===== src/rtl/mmix_bus_pkg.sv =====
// Shared MMIX memory-bus definitions: transfer-size encoding, arbiter
// state encoding, port count and small request helpers.
package mmix_bus_pkg;

    localparam int MMIX_ARB_PORTS = 2;

    // Downstream transfer size
    typedef enum logic [1:0] {
        BYTE  = 2'd0,
        WYDE  = 2'd1,
        TETRA = 2'd2,
        OCTA  = 2'd3
    } mmix_datasize_e;

    // Arbiter sequencing: one transaction at a time, DONE forces a gap
    typedef enum logic [1:0] {
        ARB_IDLE = 2'd0,
        ARB_BUSY = 2'd1,
        ARB_DONE = 2'd2
    } mmix_arb_state_e;

    // True when any requester is asking for the bus
    function automatic logic arb_any_request(input logic [MMIX_ARB_PORTS-1:0] req);
        return |req;
    endfunction

    // A requester raising read and write together is served as a read
    function automatic logic arb_eff_write(input logic rd, input logic wr);
        return wr & ~rd;
    endfunction

endpackage


===== src/rtl/mmix_arb_pick.sv =====
// Grant selection for the two-port MMIX memory arbiter.
// MMIX_ARB_ROUND_ROBIN_EN selects alternating priority on collisions;
// otherwise port 1 (data) always wins. With no request pending the
// winner simply echoes last_grant.
module mmix_arb_pick
    import mmix_bus_pkg::*;
(
    input  logic [MMIX_ARB_PORTS-1:0] requests,
    input  logic                      last_grant,
    output logic                      winner
);

    // Choose which port receives the next grant
    always_comb begin
        winner = last_grant;
`ifdef MMIX_ARB_ROUND_ROBIN_EN
        if (requests[1] && requests[0]) begin
            winner = ~last_grant;
        end else if (requests[1]) begin
            winner = 1'b1;
        end else if (requests[0]) begin
            winner = 1'b0;
        end else begin
            winner = last_grant;
        end
`else
        if (requests[1]) begin
            winner = 1'b1;
        end else if (requests[0]) begin
            winner = 1'b0;
        end else begin
            winner = last_grant;
        end
`endif
    end

endmodule


===== src/rtl/mmix_mem_arbiter.sv =====
// Two-port MMIX memory arbiter (port 0 instruction fetch, port 1 data)
// in front of a single downstream memory port. One transaction at a time:
// IDLE arbitrates, BUSY drives the downstream request from registers until
// mmix_done, DONE pulses the granted sN_done and returns to IDLE.
// Build option: MMIX_ARB_ROUND_ROBIN_EN enables round-robin collision
// resolution; the default build uses fixed priority with port 1 winning.
module mmix_mem_arbiter
    import mmix_bus_pkg::*;
(
    input  logic        clk,
    input  logic        reset,

    input  logic        s0_read,
    input  logic        s0_write,
    input  logic [63:0] s0_address,
    input  logic [1:0]  s0_datasize,
    input  logic [63:0] s0_writedata,
    output logic [63:0] s0_readdata,
    output logic        s0_done,

    input  logic        s1_read,
    input  logic        s1_write,
    input  logic [63:0] s1_address,
    input  logic [1:0]  s1_datasize,
    input  logic [63:0] s1_writedata,
    output logic [63:0] s1_readdata,
    output logic        s1_done,

    output logic [63:0] mmix_address,
    output logic [1:0]  mmix_datasize,
    output logic        mmix_read,
    input  logic [63:0] mmix_readdata,
    output logic        mmix_write,
    output logic [63:0] mmix_writedata,
    input  logic        mmix_done
);

    localparam logic [1:0] ST_IDLE = ARB_IDLE;
    localparam logic [1:0] ST_BUSY = ARB_BUSY;
    localparam logic [1:0] ST_DONE = ARB_DONE;

    logic [1:0]                state_r;
    logic [1:0]                state_nx_s;
    logic                      grant_r;
    logic                      last_grant_r;
    logic [MMIX_ARB_PORTS-1:0] req_s;
    logic                      winner_s;
    logic                      arb_fire_s;
    logic                      finish_s;

    logic                      sel_read_s;
    logic                      sel_write_s;
    logic [63:0]               sel_address_s;
    logic [1:0]                sel_datasize_s;
    logic [63:0]               sel_writedata_s;

    logic [63:0]               mmix_address_r;
    mmix_datasize_e            mmix_datasize_r;
    logic                      mmix_read_r;
    logic                      mmix_write_r;
    logic [63:0]               mmix_writedata_r;
    logic [63:0]               s0_readdata_r;
    logic [63:0]               s1_readdata_r;
    logic                      s0_done_r;
    logic                      s1_done_r;

    mmix_arb_pick u_pick (
        .requests   (req_s),
        .last_grant (last_grant_r),
        .winner     (winner_s)
    );

    // Collect pending requests and qualify arbitration / completion events
    always_comb begin
        req_s      = '0;
        req_s[0]   = s0_read | s0_write;
        req_s[1]   = s1_read | s1_write;
        arb_fire_s = (state_r == ST_IDLE) && arb_any_request(req_s);
        finish_s   = (state_r == ST_BUSY) && mmix_done;
    end

    // Route the winning requester's command fields toward the latch
    always_comb begin
        sel_read_s      = 1'b0;
        sel_write_s     = 1'b0;
        sel_address_s   = 64'd0;
        sel_datasize_s  = 2'd0;
        sel_writedata_s = 64'd0;
        if (winner_s) begin
            sel_read_s      = s1_read;
            sel_write_s     = arb_eff_write(s1_read, s1_write);
            sel_address_s   = s1_address;
            sel_datasize_s  = s1_datasize;
            sel_writedata_s = s1_writedata;
        end else begin
            sel_read_s      = s0_read;
            sel_write_s     = arb_eff_write(s0_read, s0_write);
            sel_address_s   = s0_address;
            sel_datasize_s  = s0_datasize;
            sel_writedata_s = s0_writedata;
        end
    end

    // Next-state logic; DONE always returns to IDLE without arbitrating
    always_comb begin
        state_nx_s = state_r;
        case (state_r)
            ST_IDLE: begin
                if (arb_fire_s) begin
                    state_nx_s = ST_BUSY;
                end else begin
                    state_nx_s = ST_IDLE;
                end
            end
            ST_BUSY: begin
                if (finish_s) begin
                    state_nx_s = ST_DONE;
                end else begin
                    state_nx_s = ST_BUSY;
                end
            end
            ST_DONE: begin
                state_nx_s = ST_IDLE;
            end
            default: begin
                state_nx_s = ST_IDLE;
            end
        endcase
    end

    // State register
    always_ff @(posedge clk or posedge reset) begin
        if (reset) begin
            state_r <= ST_IDLE;
        end else begin
            state_r <= state_nx_s;
        end
    end

    // Grant bookkeeping; last_grant starts at 1 so port 0 wins the first collision under round-robin
    always_ff @(posedge clk or posedge reset) begin
        if (reset) begin
            grant_r      <= 1'b0;
            last_grant_r <= 1'b1;
        end else if (arb_fire_s) begin
            grant_r      <= winner_s;
            last_grant_r <= winner_s;
        end else begin
            grant_r      <= grant_r;
            last_grant_r <= last_grant_r;
        end
    end

    // Downstream command registers: loaded at arbitration, strobes dropped on mmix_done
    always_ff @(posedge clk or posedge reset) begin
        if (reset) begin
            mmix_address_r   <= 64'd0;
            mmix_datasize_r  <= BYTE;
            mmix_writedata_r <= 64'd0;
            mmix_read_r      <= 1'b0;
            mmix_write_r     <= 1'b0;
        end else if (arb_fire_s) begin
            mmix_address_r   <= sel_address_s;
            mmix_datasize_r  <= mmix_datasize_e'(sel_datasize_s);
            mmix_writedata_r <= sel_writedata_s;
            mmix_read_r      <= sel_read_s;
            mmix_write_r     <= sel_write_s;
        end else if (finish_s) begin
            mmix_read_r      <= 1'b0;
            mmix_write_r     <= 1'b0;
        end else begin
            mmix_read_r      <= mmix_read_r;
            mmix_write_r     <= mmix_write_r;
        end
    end

    // Read data return: only a completed read updates the granted port's register
    always_ff @(posedge clk or posedge reset) begin
        if (reset) begin
            s0_readdata_r <= 64'd0;
            s1_readdata_r <= 64'd0;
        end else if (finish_s && mmix_read_r) begin
            if (grant_r) begin
                s1_readdata_r <= mmix_readdata;
            end else begin
                s0_readdata_r <= mmix_readdata;
            end
        end else begin
            s0_readdata_r <= s0_readdata_r;
            s1_readdata_r <= s1_readdata_r;
        end
    end

    // Completion pulse: high for exactly the DONE cycle on the granted port only
    always_ff @(posedge clk or posedge reset) begin
        if (reset) begin
            s0_done_r <= 1'b0;
            s1_done_r <= 1'b0;
        end else begin
            s0_done_r <= finish_s & ~grant_r;
            s1_done_r <= finish_s &  grant_r;
        end
    end

    assign mmix_address   = mmix_address_r;
    assign mmix_datasize  = mmix_datasize_r;
    assign mmix_read      = mmix_read_r;
    assign mmix_write     = mmix_write_r;
    assign mmix_writedata = mmix_writedata_r;
    assign s0_readdata    = s0_readdata_r;
    assign s1_readdata    = s1_readdata_r;
    assign s0_done        = s0_done_r;
    assign s1_done        = s1_done_r;

endmodule


===== config.mk =====
export PLATFORM = sky130hd
export DESIGN_NAME = mmix_mem_arbiter
export DESIGN_NICKNAME = d
export VERILOG_FILES = /design/src/rtl/mmix_bus_pkg.sv /design/src/rtl/mmix_arb_pick.sv /design/src/rtl/mmix_mem_arbiter.sv
export SDC_FILE = /design/constraint.sdc
export NUM_CORES = 1
export LEC_CHECK = 0
export ABC_AREA = 1
export CORE_AREA = 2 2 234 236
export DETAILED_ROUTE_END_ITERATION = 10
export DIE_AREA = 0 0 236 238
export MAX_ROUTING_LAYER = met4
export PLACE_DENSITY = 0.52
export SLEW_MARGIN = 20
export SYNTH_ARGS = -nofsm -noshare
export SYNTH_HDL_FRONTEND = slang
export SYNTH_SLANG_ARGS = --single-unit

===== constraint.sdc =====
create_clock -name clk -period 11.1 [get_ports clk]
set_input_delay 1.665 -clock clk [delete_from_list [all_inputs] [get_ports clk]]
set_output_delay 1.665 -clock clk [all_outputs]
set_load 0.02 [all_outputs]

==> flow_metrics.tcl, run 1 <==
set metrics [dict create \
    synth_edf_count 0 \
    cts-resized-gates 0 \
    nets 2565 \
    rsz0062_at_grt "false" \
    ys_ff_latch 266 \
    portBuffers 592 \
    cellPowerDensity_nw_per_um2 273 \
    initial_core_util_pct 23.3 \
    grt_usage_pct 17.9 \
    io_pins 593 \
    antenna_found_initial 7 \
    ctsHoldBuffers 0 \
    synthTopCellsByCount "785 x nand2_1, 265 x dfrtp_1, 264 x inv_1" \
    grt_remaining_overflow 0 \
    max-cap-violations 0 \
    syn-num-nets 2019 \
    cp.required_ns 11.56 \
    dr.pass1.iters 4 \
    timing_max_transition_violations_final 0 \
    whs_path_depth 2 \
    drive_gt1_share_pct 3.37 \
    final.setup.tns_ns 0 \
    p_leak_uw 0.0104 \
    rrSetupSlack_ns 7.71 \
    path_cells "clkdlybuf4s50_1, nor2_1, nand2_1, nand2_4, inv_4, buf_4, nand3_1, nand2_1" \
    die-width_um 236 \
    vias_per_cell 4.27 \
    wirelength_um 50200 \
    period_share_pct 39.2 \
    yosys.area.top_type "dfrtp_1" \
    cpPeakStageDelay_ns 0.77 \
    final_area_sq_um 20100 \
    timing.rr.start "state_r[0]$_DFF_PP0_" \
    reg2reg_to "mmix_writedata[39]$_DFFE_PP0P_" \
    period_needed_ns 4.35 \
    final.setup_skew_ns 0.0184 \
    clk_latency_ns 0.53 \
    worstPathArrival_ns 4.81 \
    synth.distinct_cells 18 \
    cp_common_cell "nand2_1" \
    hpwl_um 35000 \
    peakVddDrop_mv 0.189 \
    setup_viol 0 \
    cts_tree "done" \
    ctsHtreeMaxLevel 2 \
    core_sq_um 53500 \
    area_growth_pct 61.2 \
    hold_viol_final 0 \
    postCtsSetupRepairBufs 0 \
    avgSynthCellArea_sq_um 7.38 \
    ant_nets 0 \
    numCtsBuffers 35 \
    cts.clk_slew.worst_paths_ns 0.06 \
    ys_seq_area_share_pct 53.4 \
    synth_top_area_share_pct 53.2 \
    yosys_warnings 0 \
    reg2reg_depth 6 \
    crit_path_end_kind "flop" \
    grt_max_degree 145 \
    post-synth-top-count-cell "nand2_1" \
    relSlewSlack_pct 35.3 \
    cts_sinks 266 \
    synth_cells 1688 \
    clock-root-buffer "clkbuf_16" \
    hp-start "mmix_writedata[1]$_DFFE_PP0P_" \
    grt_first_pass_wirelength_um 75700 \
    synthFlopType "dfrtp_1" \
    die_height_um 238 \
    gp_congestion 0.907 \
    synthesis.area_sq_um 12500 \
    post_drt_wl_per_cell_um 16.9 \
    tightest_slew_ns 0.971 \
    max_freq_mhz 230 \
    status "finished clean" \
    grt_pass1_vias 12700 \
    dieArea_sq_um 56200 \
    cp-start-kind "input pin" \
    cp_slowest_cell "inv_4" \
    rows 85 \
    clock_path_buffers 3 \
    worstPathMaxFanout 71 \
    route.detailed.drc 0 \
    dpl_cell_area_sq_um 19000 \
    async_reset_ff_share_pct 100 \
    critical_path_class "in2reg" \
    yosys-top-cells-area "dfrtp_1 53%, nand2_1 24%, nand3_1 11%" \
    vias 12600 \
    hold_class "reg2reg" \
    hold_path_end "mmix_writedata[1]$_DFFE_PP0P_" \
    first_iter_violations 577 \
]
==> through the flow <==
step,std cells,setup slack [ns],util (%),hold WS [ns],total power [uW]
5_1_grt,2959,6.50,37.6,0.494,5830
3_3_place_gp,2893,6.24,35.4,0.460,4380
4_1_cts,2952,6.77,37.5,0.480,5580
3_5_place_dp,2893,6.20,35.4,0.464,4390
6_report,2960,6.75,37.6,0.474,5480
2_1_floorplan,1688,2.11,-,0.448,3000
==> critical path, delay by kind of cell <==
| family | cells | cell delay [ns] |
|---|---|---|
| AND/OR/NAND/NOR | 5 | 0.94 |
| buffers and inverters | 3 | 2.03 |
==> metal layers <==
layer,vias up,wire (um),GRT usage (%)
met1,5973,21200,21.6
met3,79,3920,5.65
met2,443,23700,28.5
met4,0,1400,5.67
met5,-,0,-
li1,6141,-,-
==> cell usage in the layout (no fill, tap or decap), types with 2 or more instances in the layout <==
master	synthesis	final
buf_4	0	10
bufinv_16	0	3
nand2_1	785	781
dfrtp_1	265	265
nor3_4	2	2
inv_1	264	263
diode_2	0	8
clkinv_2	0	6
clkbuf_16	0	36
clkbuf_1	46	8
nor2_1	5	5
nand2_2	1	2
nand3_1	262	262
clkdlybuf4s50_1	0	592
inv_2	3	2
o21ai_1	2	2
clkbuf_8	0	2
nand2_4	0	3
==> cell type report <==
| class | count | area (sq um) |
|---|---|---|
| Fill cell | 5520 | 33400 |
| Sequential cell | 266 | 6660 |
| Timing Repair Buffer | 603 | 6020 |
| Multi-Input combinational cell | 1061 | 4390 |
| Inverter | 267 | 1010 |
| Clock buffer | 46 | 958 |
| Tap cell | 696 | 871 |
| Clock inverter | 13 | 161 |
| Antenna cell | 8 | 20.0 |
==> report_power, final <==
group	total, uW	leakage, uW	switching [uW]	internal [uW]
clock network	1130	0.000549	449	679
registers	1710	0.00329	271	1440
logic	2640	0.00656	1500	1140
==> cell families after synthesis <==
group	count (synthesis)	share of synthesized area (%)
flip-flops	266	53.4
AND/OR/NAND/NOR	1057	34.8
AO/OA/AOI/OAI	4	0.161
buffers and inverters	361	11.6
==> worst max path at each step <==
| stage | depth (start not counted) | endpoint | startpoint | slack, ns |
|---|---|---|---|---|
| finish | 8 | mmix_writedata[39]$_DFFE_PP0P_ | s0_read | 6.75 |
| global route | 8 | mmix_writedata[52]$_DFFE_PP0P_ | s0_read | 6.50 |
| CTS | 8 | mmix_writedata[39]$_DFFE_PP0P_ | s0_read | 6.77 |
| detailed placement | 8 | mmix_writedata[24]$_DFFE_PP0P_ | s0_read | 6.20 |
| global placement | 8 | mmix_writedata[47]$_DFFE_PP0P_ | s0_read | 6.24 |
| floorplan | 1 | grant_r$_DFFE_PP0P_ | reset | 2.11 |
==> flip-flops by register name, indices dropped and copies added, names as in the netlist <==
signal	flops
mmix_read	1
s0_readdata	64
mmix_address	64
s1_done	1
mmix_writedata	64
s0_done	1
mmix_datasize	2
s1_readdata	64
state_r	2
last_grant_r	1
grant_r	1
mmix_write	1
Note: power is estimated with default switching activity, not from simulation.
==> run 2: changes to the inputs <==
- clock period: 11.1 -> 4.2 ns (I/O delays scaled with it)
==> run 2 against run 1 <==
  * Worst hold slack improved by 0.00085 ns
  * Critical path type unchanged
  * Routed wire length shrank 0.70%
  * Cell area increased by 0.67%
  * Combinational power grew to 2.7 times the previous value
  * Via count fell by 0.89%
  * Utilization increased by 0.25 points
  * Global-route usage is 0.18 points lower
  * Largest cell class unchanged
  * Non-clock buffer count rose by 5
==> flow_metrics.tcl, run 2 (synthesized netlist as in run 1, its figures left out) <==
set metrics [dict create \
    drive_gt1_share_pct 3.63 \
    cp_common_cell "nand2_1" \
    cts.clk_slew.worst_paths_ns 0.05 \
    cts-resized-gates 0 \
    hold_viol_final 0 \
    grt.busiest_layer "met2" \
    dr.pass1.iters 5 \
    post_drt_wl_per_cell_um 16.8 \
    path_cells "clkdlybuf4s50_1, nor2_4, buf_4, nand2_4, buf_12, nand2_1, nand3_1, nand2_1" \
    clk_latency_ns 0.54 \
    gp_congestion 0.829 \
    max-cap-violations 0 \
    setup_slack_ns 1.82 \
    timing_max_transition_violations_final 0 \
    die-width_um 236 \
    use_met1_pct 20.1 \
    grt_max_degree 136 \
    dieArea_sq_um 56200 \
    portBuffers 592 \
    p_leak_uw 0.0105 \
    clock_path_buffers 3 \
    period_share_pct 56.7 \
    first_iter_violations 658 \
    period_needed_ns 2.38 \
    rows 85 \
    cp.required_ns 4.67 \
    place_ws_ns 1.20 \
    nets 2570 \
    cts_sinks 266 \
    io_pins 593 \
    critical_path_class "in2reg" \
    worstPathMaxFanout 51 \
    grt_first_pass_wirelength_um 74800 \
    peakVddDrop_mv 0.287 \
    max_freq_mhz 420 \
    crit_path_end_kind "flop" \
    rsz0062_at_grt "false" \
    cp_slowest_cell "nand2_4" \
    postCtsSetupRepairBufs 0 \
    cellPowerDensity_nw_per_um2 720 \
    status "finished clean" \
    grt_usage_pct 17.7 \
    setup_viol 0 \
    vias 12500 \
    vias_per_cell 4.22 \
    ant_nets 0 \
    clock-root-buffer "clkbuf_16" \
    grt_pass1_vias 12600 \
    cpPeakStageDelay_ns 0.48 \
    grt.met3_usage_pct 6.44 \
    cp-start-kind "input pin" \
    final.setup.tns_ns 0 \
    ctsHoldBuffers 0 \
    route.detailed.drc 0 \
    wirelength_um 49800 \
    cts_tree "done" \
    worstPathArrival_ns 2.85 \
    final_cell_mix "781 x nand2_1, 592 x clkdlybuf4s50_1, 265 x dfrtp_1" \
    relSlewSlack_pct 32.7 \
    tightest_slew_ns 1.01 \
    area_growth_pct 62.3 \
    grt_remaining_overflow 0 \
    antenna_found_initial 10 \
    utilization_pct 37.8 \
    numCtsBuffers 35 \
    final.setup_skew_ns 0.0106 \
    num-fill-cells 5598 \
    hold_class "reg2reg" \
    die_height_um 238 \
    initial_core_util_pct 23.3 \
    core_sq_um 53500 \
    layout_commonest_cell "nand2_1" \
    hpwl_um 35400 \
    grt_use_met2_pct 29.0 \
    ctsHtreeMaxLevel 2 \
]
## run 2: cell count changes in the layout (fill, tap and decap cells not counted), sizes merged
cell	delta
inv	-1
buf	+5
diode	+3
clkbuf	+2
clkinv	-1
## run 2: cell type report
class / count / area, sq um / area share, %
Tap cell: 696 / 871 / 4.31
Timing Repair Buffer: 608 / 6120 / 30.3
Inverter: 267 / 1010 / 4.99
Sequential cell: 266 / 6660 / 32.9
Multi-Input combinational cell: 1061 / 4390 / 21.7
Clock buffer: 48 / 996 / 4.92
Antenna cell: 11 / 27.5 / 0.136
Clock inverter: 11 / 149 / 0.736
## run 2: power by group
part	switching [uW]	internal (uW)
logic	3980	3040
clock network	1190	1840
registers	707	3800
total	5870	8680
## run 2: path summary, 6_finish.rpt
path | slack (ns) | cells past startpoint | to | from
max | 1.82 | 8 | mmix_address[10]$_DFFE_PP0P_ | s1_read
min | 0.48 | 2 | s0_readdata[3]$_DFFE_PP0P_ | s0_readdata[3]$_DFFE_PP0P_
max reg2reg | 2.11 | 7 | s1_readdata[50]$_DFFE_PP0P_ | state_r[1]$_DFF_PP0_
min reg2reg | 0.48 | 2 | s0_readdata[3]$_DFFE_PP0P_ | s0_readdata[3]$_DFFE_PP0P_
max in group asynchronous | 2.48 | 3 | s1_readdata[40]$_DFFE_PP0P_ | reset
min in group asynchronous | 0.59 | 2 | s0_readdata[22]$_DFFE_PP0P_ | reset
## run 2: routing by layer
metal / vias to the layer above / part of all wire [%]
met5: - / 0
met4: 0 / 2.7
met3: 74 / 9.1
met2: 439 / 48
met1: 5868 / 40
li1: 6142 / -
## run 2: worst max-delay path: cells and delay by family
family                 cells  cell delay [ns]
buffers and inverters      3             1.29
AND/OR/NAND/NOR            5             0.91
## run 2: metrics by stage
step	cells	area, sq um	total power (uW)	hold WS (ns)
after CTS	2957	20200	14800	0.479
after global placement	2898	19100	11600	0.461
after floorplan	1688	12500	7920	0.448
after detailed placement	2898	19100	11600	0.464
final	2968	20200	14600	0.475
after global routing	2967	20200	15500	0.495
==> run 3: changes to the inputs <==
- clock period: 4.2 -> 2.3 ns (I/O delays scaled with it)
==> run 3 against run 2 <==
  * Combinational power increased by 87%
  * Largest power group unchanged
  * Routed wire length rose by 1.6%
  * Largest cell class unchanged
  * Non-clock buffer count grew 23
  * Utilization grew 0.68 points
  * Clock-buffer cell count is 5 higher
==> flow_metrics.tcl, run 3 (synthesized netlist as in run 1, its figures left out) <==
set metrics [dict create \
    rows 85 \
    multiInputGateArea_sq_um 4390 \
    worstPathMaxFanout 2 \
    cp.required_ns 1.96 \
    drive_gt1_share_pct 4.64 \
    p_leak_uw 0.0106 \
    hold_viol_final 0 \
    numCtsBuffers 34 \
    cts-resized-gates 0 \
    cpPeakStageDelay_ns 0.81 \
    critPathTopFamily "buffers and inverters" \
    die-width_um 236 \
    layout.area.seq_sq_um 6660 \
    status "finished clean" \
    antenna_found_initial 11 \
    layout_commonest_cell "nand2_1" \
    cellPowerDensity_nw_per_um2 1300 \
    final_area_sq_um 20600 \
    dp_cells 2921 \
    grt_pass1_vias 12900 \
    clock_path_buffers 3 \
    grt_remaining_overflow 0 \
    cp-start-kind "flop" \
    utilization_pct 38.5 \
    area_growth_pct 65.2 \
    vias 12800 \
    dr.pass1.iters 5 \
    max-cap-violations 0 \
    period_needed_ns 2.05 \
    grt_usage_pct 18.0 \
    seqPwrFrac_pct 30.8 \
    path_cells "clkdlybuf4s50_1" \
    core_sq_um 53500 \
    max_freq_mhz 488 \
    grt.busiest_layer "met2" \
    hpwl_um 37100 \
    io_pins 593 \
    initial_core_util_pct 23.3 \
    dieArea_sq_um 56200 \
    grt_use_met2_pct 29.1 \
    ctsHoldBuffers 0 \
    grt_max_degree 71 \
    wirelength_um 50600 \
    crit_path_end_kind "primary output" \
    postCtsSetupRepairBufs 0 \
    first_iter_violations 669 \
    peakVddDrop_mv 0.556 \
    clk_latency_ns 0.53 \
    gp_congestion 0.860 \
    final_cell_mix "781 x nand2_1, 592 x clkdlybuf4s50_1, 265 x dfrtp_1" \
    vias_per_cell 4.27 \
    timing_max_transition_violations_final 0 \
    post_drt_wl_per_cell_um 16.9 \
    ctsHtreeMaxLevel 2 \
    tightest_slew_ns 0.555 \
    die_height_um 238 \
    use_met1_pct 21.3 \
    stdcell_count 2993 \
    period_share_pct 89.2 \
    nets 2592 \
    rsz0062_at_grt "false" \
    swShare_pct 40.2 \
    grt.met3_usage_pct 5.91 \
    dpl_cell_area_sq_um 19400 \
    portBuffers 592 \
    ant_nets 0 \
    combPwrFrac_pct 48.8 \
    hold_class "in2async" \
    cts_sinks 266 \
    p_int_uw 16000 \
    num-fill-cells 5454 \
    cp_slowest_cell "clkdlybuf4s50_1" \
    cts_tree "done" \
    p_total_uw 26800 \
    route.detailed.drc 0 \
    p_sw_uw 10800 \
    clkPwrFrac_pct 20.3 \
    critical_path_class "reg2out" \
    crit_buf_inv 1 \
    setup_viol 0 \
    relSlewSlack_pct 63.0 \
    final.setup_skew_ns 0.0136 \
    clock-root-buffer "clkbuf_16" \
    worstPathArrival_ns 1.71 \
    cts.clk_slew.worst_paths_ns 0.06 \
    grt_first_pass_wirelength_um 76500 \
]
## run 3: cell types whose count changed in the layout (fill, tap and decap cells not counted)
cell / change
buf_12: +16
buf_4: +7
clkbuf_8: +6
clkbuf_16: -2
clkinv_2: -2
bufinv_16: -1
clkbuf_1: +1
clkinv_4: -1
inv_6: +1
nand2_2: +1
nand2_4: -1
## run 3: stage by stage
stage	TNS [ns]	hold WS [ns]	setup slack (ns)
4_1_cts	0	0.157	0.167
3_3_place_gp	0	0.461	0.269
3_5_place_dp	0	0.464	0.230
5_1_grt	0	0.179	0.170
2_1_floorplan	-412.88	0.436	-1.56
6_report	0	0.182	0.249
## run 3: path summary, 6_finish.rpt
path,slack [ns],start,endpoint,depth (start not counted)
setup / recovery,0.25,mmix_writedata[6]$_DFFE_PP0P_,mmix_writedata[6],1
hold / removal,0.18,reset,mmix_address[29]$_DFFE_PP0P_,2
setup reg to reg,0.65,state_r[0]$_DFF_PP0_,mmix_writedata[9]$_DFFE_PP0P_,6
hold reg to reg,0.47,s0_readdata[27]$_DFFE_PP0P_,s0_readdata[27]$_DFFE_PP0P_,2
max in group asynchronous,1.40,reset,s1_readdata[7]$_DFFE_PP0P_,4
min in group clk,0.38,mmix_readdata[42],s0_readdata[42]$_DFFE_PP0P_,3
## run 3: area by class of cell
type,count,share of cell area [%]
diodes,11,0.134
multi-input cells,1061,21.3
repair buffers,631,31.5
well taps,696,4.23
flip-flops and latches,266,32.3
inverters,267,4.90
clock inverters,8,0.529
clock buffers,53,5.01
## run 3: layer usage
layer  vias to the layer above  share of wire [%]
met4                         0                2.8
met5                         -                  0
met2                       487                 47
li1                       6197                  -
met3                        75                8.7
met1                      6022                 41
## run 3: power by group through the flow
stage | Combinational, uW | Clock, uW | Sequential (uW)
detailed placement | 13300 | 0 | 8280
finish | 13100 | 5440 | 8260
global route | 14100 | 5810 | 8530
floorplan | 3660 | 0 | 10800
CTS | 13300 | 5640 | 8280
global placement | 13200 | 0 | 8250
## run 3: worst reg2reg max path, delay by kind of cell (launching register included)
family | cells | cell delay [ns]
buf+inv | 2 | 0.37
flops | 1 | 0.42
simple gates | 4 | 0.81
